--- config.mk ---
export PLATFORM = sky130hd
export DESIGN_NAME = mips_int_ctrl
export DESIGN_NICKNAME = d
export VERILOG_FILES = /design/src/rtl/mips_int_ctrl.sv
export SDC_FILE = /design/constraint.sdc
export NUM_CORES = 1
export LEC_CHECK = 0
export ABC_AREA = 1
export CAP_MARGIN = 20
export CORE_MARGIN = 2
export CORE_UTILIZATION = 47
export DETAILED_ROUTE_END_ITERATION = 8
export PLACE_DENSITY = 0.78
export SYNTH_ARGS = -nofsm -noshare
export SYNTH_HDL_FRONTEND = slang
export SYNTH_HIERARCHICAL = 1
export SYNTH_SLANG_ARGS = --single-unit
--- constraint.sdc ---
create_clock -name clk -period 2.2 [get_ports clk]
set_clock_uncertainty 0.2 [all_clocks]
set_input_delay 0.33 -clock clk [delete_from_list [all_inputs] [get_ports clk]]
set_output_delay 0.33 -clock clk [all_outputs]
set_load 0.005 [all_outputs]
--- src/rtl/mips_int_ctrl.sv ---
// Edge-detected, maskable, fixed-priority interrupt controller feeding the mips core.
// Define INTC_SYNC_EN to put a 2-flop synchroniser in front of each irq_in bit.
module mips_int_ctrl_lane (
  input  logic clk,
  input  logic rst,
  input  logic irq_raw,
  input  logic clr,
  output logic pend,
  output logic ovr
);
  logic irq_s, irq_q, evt;

`ifdef INTC_SYNC_EN
  logic [1:0] sync;
  always_ff @(posedge clk)
    if (!rst) sync <= '0;
    else      sync <= {sync[0], irq_raw};
  assign irq_s = sync[1];
`else
  assign irq_s = irq_raw;
`endif

  assign evt = irq_s & ~irq_q;
  // an edge landing on the channel being acked re-arms it and is not a loss
  assign ovr = evt & pend & ~clr;

  always_ff @(posedge clk)
    if (!rst) begin
      irq_q <= 1'b0;
      pend  <= 1'b0;
    end else begin
      irq_q <= irq_s;
      if (evt)      pend <= 1'b1;
      else if (clr) pend <= 1'b0;
    end
endmodule

module mips_int_ctrl #(
  parameter int N_IRQ = 4,
  parameter int ID_W  = 2,
  parameter int CNT_W = 8
) (
  input  logic             clk,
  input  logic             rst,
  input  logic [N_IRQ-1:0] irq_in,
  input  logic             mask_we,
  input  logic [N_IRQ-1:0] mask_wdata,
  input  logic             int_ack,
  input  logic             int_done,
  output logic             interrupter,
  output logic [ID_W-1:0]  int_id,
  output logic [N_IRQ-1:0] pending,
  output logic [N_IRQ-1:0] mask,
  output logic [CNT_W-1:0] overrun_cnt
);
  typedef enum logic [1:0] {IDLE, REQ, SERV} state_t;
  state_t state;

  logic [N_IRQ-1:0] elig, clr, ovr;
  logic [ID_W-1:0]  win;

  for (genvar g = 0; g < N_IRQ; g++) begin : g_lane
    assign clr[g] = (state == REQ) & int_ack & (int_id == ID_W'(g));
    mips_int_ctrl_lane u_lane (
      .clk     (clk),
      .rst     (rst),
      .irq_raw (irq_in[g]),
      .clr     (clr[g]),
      .pend    (pending[g]),
      .ovr     (ovr[g])
    );
  end

  assign elig = pending & mask;

  // scan high to low so the lowest eligible index is the last write
  always_comb begin
    win = '0;
    for (int i = N_IRQ - 1; i >= 0; i--)
      if (elig[i]) win = ID_W'(i);
  end

  always_ff @(posedge clk) begin
    if (!rst) begin
      state       <= IDLE;
      interrupter <= 1'b0;
      int_id      <= '0;
    end else begin
      case (state)
        IDLE: if (|elig) begin
          int_id      <= win;
          interrupter <= 1'b1;
          state       <= REQ;
        end
        REQ: if (int_ack) begin
          interrupter <= 1'b0;
          state       <= SERV;
        end
        SERV: if (int_done) state <= IDLE;
        default: state <= IDLE;
      endcase
    end
  end

  always_ff @(posedge clk)
    if (!rst)         mask <= '1;
    else if (mask_we) mask <= mask_wdata;

  // simultaneous losses on several channels count once
  always_ff @(posedge clk)
    if (!rst)                            overrun_cnt <= '0;
    else if (|ovr && overrun_cnt != '1)  overrun_cnt <= overrun_cnt + 1'b1;
endmodule

# == Word-level counts from Yosys, hierarchy flattened ==
# Index checks and enable logic that the tools add are counted.
# op_classes
mux,19
n_eq_ne,9
bitwise,26
addsub,1
reduce_logical,13
# ops
cell,n
1-bit AND,17
2-bit 2-to-1 mux,7
1-bit 2-to-1 mux,10
2-bit nonzero test,5
8-bit by 1-bit adder with 8-bit output (second input constant),1
8-bit != test (second input constant),1
1-bit NOT,8
4-bit OR reduction,2
2-bit == test (second input constant),3
2-bit != test (second input constant),3
2-bit one-hot mux with 3 select lines,1
3-bit AND reduction,2
4-bit AND,1
2-bit by 1-bit == test with 1-bit output (second input constant),2
2-bit zero test,2
1-bit one-hot mux with 2 select lines,1
2-bit AND reduction,1
1-bit logical AND,1
# totals
reg_bits,25
wordCells,81
input_bits,13
output_inout_bits,19

# == Longest topological paths before layout ==
# Gate-level depths: netlist (run 1).
# logic_depth
depth_word,7
ltp_mapped,14
depth_no_buf,14

# == Hierarchy ==
# Netlist (run 1), hierarchy kept.
# by_module_without_submodules
module,seq_area_each_um2,n_inst,cells_per_inst,area_each_um2
mips_int_ctrl,340.3,1,130,877.1
mips_int_ctrl_lane,40.0,4,11,81.3

# == Worst setup path after synthesis (run 1) ==
# Ideal clock, no wire load.
# synth_path
path_kind,register to register
start,reg state[0]
end,reg overrun_cnt[1]
setup_ns,0.116
n_path_buf,0
synth_period_minus_slack_ns,1.724
stages_incl_launch_ff,14
setup_slack_ns,0.476
t_arrival_ns,1.409
t_required_ns,1.884
path_cell_list,dfxtp_1 -> inv_1 -> nor2_1 -> nand2_1 -> nor3_1 -> inv_2 -> nand2_2 -> nor2_1 -> nor2_1 -> nand2_1 -> nand2_4 -> inv_4 -> nor2_1 -> nor2_1
# synth_via
elab_chain_len,7
elab_cells_between_ends,16
classes_between,1 x eq/ne; 13 x bitwise; 2 x reduce/logical
# synth_lines
item,line_no,rtl
"start, declared",57,state_t state;
"start signal, assigned",85,state <= IDLE;
"start signal, assigned",93,state <= REQ;
"start signal, assigned",97,state <= SERV;
2-bit by 1-bit == test with 1-bit output,63,assign clr[g] = (state == REQ) & int_ack & (int_id == ID_W'(g));
1-bit AND (2 in a row),63,
via clr[3],59,"logic [N_IRQ-1:0] elig, clr, ovr;"
1-bit NOT,25,assign ovr = evt & pend & ~clr;
1-bit AND,25,
via ovr[3],59,
4-bit OR reduction,112,else if (|ovr && overrun_cnt != '1) overrun_cnt <= overrun_cnt + 1'b1;
1-bit logical AND,112,
"end signal, assigned",112,
"end, declared",54,output logic [CNT_W-1:0] overrun_cnt
# The timed path passes the listed nets, and every way through them passes these cells.
# A chain may end at the register's enable or synchronous reset.

# == Final worst setup path (run 1) ==
# layout_path
start,reg state[0]
end,reg overrun_cnt[4]
# The elaborated chain is that of the path after synthesis.

==> metrics.txt, run 1 <==
status finished, final reports clean; # clock sinks 25; Overall Global Routing Usage 18.6%; register area 500 µm²; R2R Setup Slk 0.19 ns; Bufs on Longest Clock Path 2; critical path's largest stage delay 0.36 ns; Logic pwr share 23.5%; nets@finish 229; PnR worst setup slack 0.189 ns; YS warnings 6; Detailed Route WL 2530 µm; first-pass GRT wire length 3950 µm; reg-to-reg endpoint overrun_cnt[4]; Final min period 2.01 ns; #FFs+latches synth 25; mean routed wirelength per cell 10.4 µm; Diodes inserted 0; number of setup buffers added after CTS 0; core area 2450 µm²; 1st-iter DRT viols 30; RePlAce Congestion 0.826; CP endpoint kind flop; placed cell count 240; CTS resizes 0; leading cell type in the layout, fill and taps excluded nand2_1; Fill cells 229; Netlist cell types 20; final slew viol count 0; Synth-to-Final Area Change 33.8%; Starting Density 49.0%; worst-path fanout max 7; sw frac 28.5%; vias in the first global route 1,012; CTS tree built; Vias/cell 4.88; CP required 2.20 ns; Worst-path clk slew 0.13 ns; PortBufs 31; period utilization 91.4%; Worst R2R Path Depth 13; Static Leak 0.761 nW; worst setup path class flop to flop; worst slack at placement -0.101 ns; CTS Buf Count 3; Worst EP arrival 2.01 ns; post-route cell area 1610 µm²; Setup TNS 0 ns; hold_ws 0.301 ns; Power Density 580 nW/µm²; Internal Power 0.668 mW; Ports 32; Multi-input gate area 562 µm²; worst hold path depth 2; Mapped Avg Cell Area 6.91 µm²; initial antenna violation count 0; Fmax achieved 497 MHz; Hold Violations, Final 0; H-tree depth 1; Synth Instances 174; Clk Latency, worst-skew pair 0.31 ns; die height 54.6 µm; part of the power in registers 55.2%; crit path cell chain inv_1, nor2_1, nand2_1, nor3_1, inv_2, nand2_2, nor2_1, nor2_1, nand2_1, nand2_4, inv_4, nand2_1, a21oi_1; worst min path class flop to flop; RSZ-0062 raised after global routing false; CP max stage cell dfxtp_1; cell row count 18; largest net degree at the start of global routing 19; Hold Crit Endpoint mask[2]; type of origin of the critical path flop; drc violations 0; CTS Root Cell clkbuf_4; share of layout cells above drive strength 1 13.6%; Overflow after GRT 0; vias 1,190; Non-Filler Instances 244; syn_nets 188; DRT Pass-1 Iters 4; clock share of power 21.3%; Final setup viols 0; Detailed Place HPWL 2000 µm; Seq/Total Area, Yosys 41.6%; P_sw 0.266 mW; Post-DP Area 1580 µm²; maximum VDD drop 0.000402 V; Max-Cap Viols 0; FF-to-FF Start state[0]; die width 54.6 µm; die area 2980 µm²; Post-CTS Hold Buffers 0; total power 0.934 mW; Final ANT Viol Nets 0; final core utilization 65.5%; Hold Crit Start mask[2]; most frequent cells in the layout 45 x nand2_1, 31 x clkdlybuf4s50_1, 28 x inv_1; slew margin rel. 81.5%; Least-Margin Pin Slew 0.277 ns; Syn Std Cell Area 1200 µm²
==> flip-flops by register name (all words and copies together) (netlist names) <==
register and flops:
state 2, mask 4, overrun_cnt 8, int_id 2
g_lane.u_lane/irq_q 4, interrupter 1, g_lane.u_lane/pend 4
==> critical path, delay by kind of cell (launching register included) <==
| family | cells | cell delay (ns) |
|---|---|---|
| and+or+nand+nor | 9 | 1.12 |
| buffers and inverters | 3 | 0.18 |
| AOI/OAI and AO/OA | 1 | 0.05 |
| DFF | 1 | 0.36 |
==> final cells by class <==
| cell class | count | share of cell area, % |
|---|---|---|
| multi-input combinational | 115 | 34.9 |
| inverter | 33 | 7.85 |
| sequential | 25 | 31.1 |
| tap | 30 | 2.33 |
| clock buffer | 3 | 1.40 |
| timing repair buffer | 37 | 22.1 |
| clock inverter | 1 | 0.311 |
==> cells by family (layout without fill, tap and decap cells) <==
kind of cell    count (synthesis)  count (layout)  share of synthesized area, %
fa+ha+maj                       1               1                          1.04
flops                          25              25                          41.6
buf+inv                        34              74                          11.7
simple gates                   96              96                          36.0
compound gates                 15              15                          7.49
xor+xnor                        3               3                          2.19
==> cell usage after synthesis (all sizes together) <==
cell type | n | area, µm²
a21oi | 10 | 65.1
clkbuf | 1 | 13.8
dfxtp | 25 | 500
ha | 1 | 12.5
inv | 33 | 126
nand2 | 53 | 229
nand3 | 11 | 55.1
nand3b | 1 | 7.51
nand4 | 3 | 18.8
nor2 | 22 | 92.6
nor3 | 6 | 30.0
o21ai | 5 | 25.0
xor2 | 3 | 26.3
==> power by group through the flow <==
stage / logic (mW) / registers, mW / clock network (mW)
floorplan: 0.110 / 0.523 / 0
global placement: 0.213 / 0.524 / 0
detailed placement: 0.219 / 0.526 / 0
CTS: 0.220 / 0.516 / 0.210
global route: 0.246 / 0.521 / 0.222
finish: 0.219 / 0.516 / 0.199
==> how the worst max path moves through the flow <==
stage               depth (start not counted)  startpoint              to  slack, ns
global placement                           12     int_ack  overrun_cnt[1]      -0.09
CTS                                        13    state[0]  overrun_cnt[1]       0.21
finish                                     13    state[0]  overrun_cnt[4]       0.19
floorplan                                  13    state[0]  overrun_cnt[1]       0.48
global route                               14    state[0]  overrun_cnt[0]       0.02
detailed placement                         12     int_ack  overrun_cnt[1]      -0.10
==> layer usage <==
layer | up-vias | global-route usage, % | part of all wire, %
li1 | 612 | - | -
met1 | 543 | 20.7 | 42
met2 | 29 | 32.5 | 50
met3 | 6 | 3.83 | 5.3
met4 | 0 | 10.4 | 1.7
met5 | - | 0 | 0
Note: power is estimated with default switching activity, not from simulation.
==> run 2: changes to the inputs <==
--- a/config.mk
+++ b/config.mk
@@ -10,8 +10,7 @@
 export CORE_MARGIN = 2
 export CORE_UTILIZATION = 47
 export DETAILED_ROUTE_END_ITERATION = 8
-export PLACE_DENSITY = 0.78
+export PLACE_DENSITY = 0.77
 export SYNTH_ARGS = -nofsm -noshare
 export SYNTH_HDL_FRONTEND = slang
-export SYNTH_HIERARCHICAL = 1
 export SYNTH_SLANG_ARGS = --single-unit
==> run 2 against run 1 <==
Final area shrank 2.6%. Highest routed layer unchanged. Cell count shrank 0.82%. Critical path depth shrank 12.
==> metrics.txt, run 2 <==
#FFs+latches synth 25 (unchanged); 1st-iter DRT viols 22 (-27%); # clock sinks 25 (unchanged); final slew viol count 0 (unchanged); Hold Violations, Final 0 (unchanged); mean routed wirelength per cell 10.5 µm (+0.99%); Overflow after GRT 0 (unchanged); Netlist cell types 23 (+15%); Largest Register overrun_cnt; Detailed Place HPWL 1930 µm (-3.1%); Power Density 594 nW/µm² (+2.4%); ys async rst share 0% (unchanged); worst hold path depth 2 (unchanged); die width 55.4 µm (+1.4%); CP endpoint kind output port; most frequent cells in the layout 48 x nand2_1, 31 x clkdlybuf4s50_1, 25 x inv_1, 25 x dfxtp_1, 24 x nor2_1; most frequent cells after synthesis 48 x nand2_1, 25 x dfxtp_1, 25 x inv_1, 24 x nor2_1, 15 x nand3_1; Worst-path clk slew 0.13 ns (about the same); total power 0.932 mW (-0.23%); period utilization 84.2% (-7.2 points); RSZ-0062 raised after global routing false; crit path cell chain clkdlybuf4s50_1; die height 55.4 µm (+1.4%); Primary FF master, synth dfxtp_1; CTS resizes 0 (unchanged); leading cell type in the layout, fill and taps excluded nand2_1; Least-Margin Pin Slew 0.559 ns (+0.282 ns); Non-Filler Instances 242 (-0.82%); slew margin rel. 62.4% (-19 points); CP required 1.67 ns (-0.53 ns); cell taking the most area after synthesis dfxtp_1; CP bufs+invs 1 (-2); Fmax achieved 540 MHz (+8.6%); Syn Std Cell Area 1240 µm² (+3.1%); core area 2500 µm² (+1.8%); Worst path top cell family by delay buffers and inverters; critical path's largest stage delay 0.55 ns (+0.19 ns); Setup TNS 0 ns (unchanged); maximum VDD drop 0.000468 V (+16%); CTS tree built; Bufs on Longest Clock Path 2 (unchanged); max reg flops 8 (unchanged); worst min path class flop to flop; Diodes inserted 0 (unchanged); worst setup path class flop to output port; Worst R2R Path Depth 8 (-5); Synth Instances 183 (+5.2%); Hold Crit Endpoint interrupter; cell row count 18 (unchanged); RePlAce Congestion 0.838 (+1.5%); synth top area cells dfxtp_1 40%, nand2_1 15%, inv_1 7.6%, nor2_1 7.3%, nand3_1 6.1%; YS warnings 0 (-6); worst-path fanout max 6 (-1); status finished, final reports clean; first-pass GRT wire length 4370 µm (+10%); vias in the first global route 1,067 (+5.4%); drc violations 0 (unchanged); Seq/Total Area, Yosys 40.4% (-1.3 points); R2R Setup Slk 0.51 ns (+0.32 ns); syn_nets 197 (+4.8%); largest net degree at the start of global routing 17 (-2); CTS Buf Count 3 (unchanged); top-count cell post-synth nand2_1; Post-DP Area 1540 µm² (-2.5%); vias 1,165 (-2.1%); DRT Pass-1 Iters 4 (unchanged); Final min period 1.85 ns (-0.159 ns); number of setup buffers added after CTS 0 (unchanged); Vias/cell 4.81 (-1.3%); Starting Density 49.6% (+0.62 points); Final setup viols 0 (unchanged); H-tree depth 1 (unchanged); Final ANT Viol Nets 0 (unchanged); reg-to-reg endpoint overrun_cnt[7]; CTS Root Cell clkbuf_4; PnR worst setup slack 0.348 ns (+0.159 ns); nets@finish 227 (-0.87%); post-route cell area 1570 µm² (-2.6%); initial antenna violation count 0 (unchanged); share of layout cells above drive strength 1 7.08% (-6.5 points); Clk Latency, worst-skew pair 0.32 ns (about the same); Synth-to-Final Area Change 26.4%; type of origin of the critical path flop; Hold Crit Start interrupter; FF-to-FF Start overrun_cnt[0]; Worst EP arrival 1.32 ns (-0.69 ns); placed cell count 238 (-0.83%); Yosys top cell area share 40.4% (-1.3 points); CP max stage cell clkdlybuf4s50_1; Detailed Route WL 2540 µm (+0.16%); EDFF count, synth 0 (unchanged); Mapped Avg Cell Area 6.78 µm² (-1.9%); final core utilization 62.7% (-2.8 points); Post-CTS Hold Buffers 0 (unchanged); Static Leak 0.707 nW (-7.1%); hold_ws 0.283 ns (-0.0181 ns); die area 3070 µm² (+2.9%); Max-Cap Viols 0 (unchanged); PortBufs 31 (unchanged); Ports 32 (unchanged); Overall Global Routing Usage 17.3% (-1.3 points); worst slack at placement 0.148 ns (+0.249 ns)
run 2: area by class of cell:
cell class	instances	area, µm²
clock buffer	4	26.3
fill	239	932
inverter	27	103
multi-input combinational	124	583
sequential	25	500
tap	30	37.5
timing repair buffer	32	318
run 2: logic make-up (layout without fill, tap and decap cells):
logic type      Yosys count  count (layout)  share of synthesized area [%]
compound gates           20              20                           8.48
fa+ha+maj                 1               1                           1.01
simple gates            103             103                           37.5
flops                    25              25                           40.4
buf+inv                  34              63                           12.6
run 2: power breakdown:
group          leakage, nW  internal (mW)  switching, mW
sequential           0.206          0.486         0.0309
combinational        0.485          0.104          0.104
clock               0.0150         0.0709          0.135
total                0.707          0.661          0.271
run 2: worst max path at each step:
| stage | to | from | cells past startpoint | slack [ns] |
|---|---|---|---|---|
| final | overrun_cnt[5] | overrun_cnt[5] | 1 | 0.35 |
| after floorplan | overrun_cnt[7] | overrun_cnt[0] | 8 | 0.67 |
| after global routing | overrun_cnt[5] | overrun_cnt[5] | 1 | 0.25 |
| after detailed placement | overrun_cnt[1] | int_ack | 8 | 0.15 |
| after CTS | overrun_cnt[5] | overrun_cnt[5] | 1 | 0.33 |
| after global placement | overrun_cnt[0] | int_ack | 8 | 0.20 |
run 2: per-layer routing:
| metal | global-route usage (%) | vias to the layer above | wire, µm |
|---|---|---|---|
| met5 | 0 | - | 0 |
| met4 | 7.32 | 0 | 26 |
| met3 | 3.04 | 4 | 109 |
| met2 | 28.2 | 28 | 1130 |
| met1 | 22.3 | 510 | 1270 |
| li1 | - | 623 | - |
run 2: tightest hold or removal path, stage by stage (launching register included):
cell	delay, ns
dfxtp_1	0.34
nand2_1	0.06
a21oi_1	0.06
==> run 3: changes to the inputs <==
==> constraint.sdc (replaced) <==
create_clock -name clk -period 1.8 [get_ports clk]
set_clock_uncertainty 0.2 [all_clocks]
set_input_delay 0.27 -clock clk [delete_from_list [all_inputs] [get_ports clk]]
set_output_delay 0.27 -clock clk [all_outputs]
set_load 0.005 [all_outputs]
==> run 3 against run 2 <==
Core utilization increased by 0.60 points. Via count grew 3.7%. Combinational power grew 25%. Setup slack lost 0.30 ns. Critical path depth unchanged. Final area up 0.96%. Cell count grew 0.41%. First-iteration DRC count rose by 68%. Clock power increased by 25%.
==> metrics.txt, run 3 (synthesized netlist as in run 2, its figures left out) <==
Starting Density 49.6% (unchanged); nets@finish 228 (+0.44%); worst-path fanout max 5 (-1); share of layout cells above drive strength 1 10.3% (+3.3 points); CTS tree built; Overflow after GRT 0 (unchanged); Post-DP Area 1550 µm² (+0.49%); worst setup path class flop to output port; mean routed wirelength per cell 10.7 µm (+1.9%); core area 2500 µm² (unchanged); Power Density 727 nW/µm² (+22%); Final setup viols 0 (unchanged); placed cell count 239 (+0.42%); CP max stage cell clkdlybuf4s50_1; vias in the first global route 1,027 (-3.7%); die area 3070 µm² (unchanged); crit path cell chain clkdlybuf4s50_1; critical path's largest stage delay 0.53 ns (-0.02 ns); drc violations 0 (unchanged); PnR worst setup slack 0.0498 ns (-0.298 ns); leading cell type in the layout, fill and taps excluded nand2_1; vias 1,208 (+3.7%); final slew viol count 0 (unchanged); first-pass GRT wire length 4390 µm (+0.48%); Bufs on Longest Clock Path 2 (unchanged); worst min path class flop to flop; Final min period 1.75 ns; Synth-to-Final Area Change 27.6%; CTS Root Cell clkbuf_4; period utilization 97.2%; Vias/cell 4.97 (+3.3%); worst slack at placement -0.159 ns (-0.307 ns); Detailed Place HPWL 1990 µm (+2.7%); total power 1.15 mW (+24%); Clk Latency, worst-skew pair 0.32 ns (about the same); CP bufs+invs 1 (unchanged); Worst EP arrival 1.28 ns (-0.04 ns); Worst-path clk slew 0.14 ns (about the same); CP endpoint kind output port; hold_ws 0.278 ns (-0.00481 ns); Setup TNS 0 ns (unchanged); # clock sinks 25 (unchanged); PortBufs 31 (unchanged); slew margin rel. 58.1% (-4.2 points); H-tree depth 1 (unchanged); Detailed Route WL 2600 µm (+2.3%); DRT Pass-1 Iters 4 (unchanged); maximum VDD drop 0.000378 V (-19%); CP required 1.33 ns (-0.34 ns); die height 55.4 µm (unchanged); RePlAce Congestion 0.828 (-1.2%); Largest Register overrun_cnt; Overall Global Routing Usage 17.2% (-0.12 points); most frequent cells in the layout 48 x nand2_1, 31 x clkdlybuf4s50_1, 25 x inv_1; Max-Cap Viols 0 (unchanged); RSZ-0062 raised after global routing false; die width 55.4 µm (unchanged); Least-Margin Pin Slew 0.621 ns (+0.0626 ns); CTS Buf Count 3 (unchanged); Fill cells 228 (-4.6%); R2R Setup Slk 0.14 ns (-0.37 ns); Fmax achieved 571 MHz; max reg flops 8 (unchanged); Hold Violations, Final 0 (unchanged); number of setup buffers added after CTS 0 (unchanged); 1st-iter DRT viols 37 (+68%); type of origin of the critical path flop; final core utilization 63.3% (+0.60 points); Final ANT Viol Nets 0 (unchanged); cell row count 18 (unchanged); Ports 32 (unchanged); Diodes inserted 0 (unchanged); initial antenna violation count 0 (unchanged); Worst path top cell family by delay buffers and inverters; largest net degree at the start of global routing 17 (unchanged); Static Leak 0.714 nW (+1.0%); post-route cell area 1580 µm² (+0.96%); Non-Filler Instances 243 (+0.41%); status finished, final reports clean
-- run 3: cell type report --
class	count	area [µm²]	area share, %
Clock buffer	4	26.3	1.66
Timing Repair Buffer	33	325	20.6
Sequential cell	25	508	32.1
Tap cell	30	37.5	2.37
Multi-Input combinational cell	124	583	36.8
Inverter	27	103	6.48
-- run 3: timing repair --
item / CTS / global route
hold buffers: 0 / 0
resized for setup: 1 / 5
setup endpoints to repair: 1 / 6
-- run 3: final timing paths --
kind	to	depth (start not counted)	from
worst max-delay path	int_id[0]	1	int_id[0]
worst min-delay path	interrupter	2	interrupter
worst max register to register	overrun_cnt[7]	8	overrun_cnt[0]
worst min register to register	interrupter	2	interrupter
-- run 3: metal layers --
layer  global-route usage (%)  wire length [µm]  up-vias
met3                     2.81               130        5
met4                     6.27                44        0
li1                         -                 -      627
met2                     26.7              1180       33
met5                        0                 0        -
met1                     23.8              1240      543
-- run 3: where the power goes --
group	switching (mW)	internal, mW	leakage, nW
sequential	0.0384	0.595	0.209
combinational	0.130	0.130	0.490
clock	0.170	0.0868	0.0150
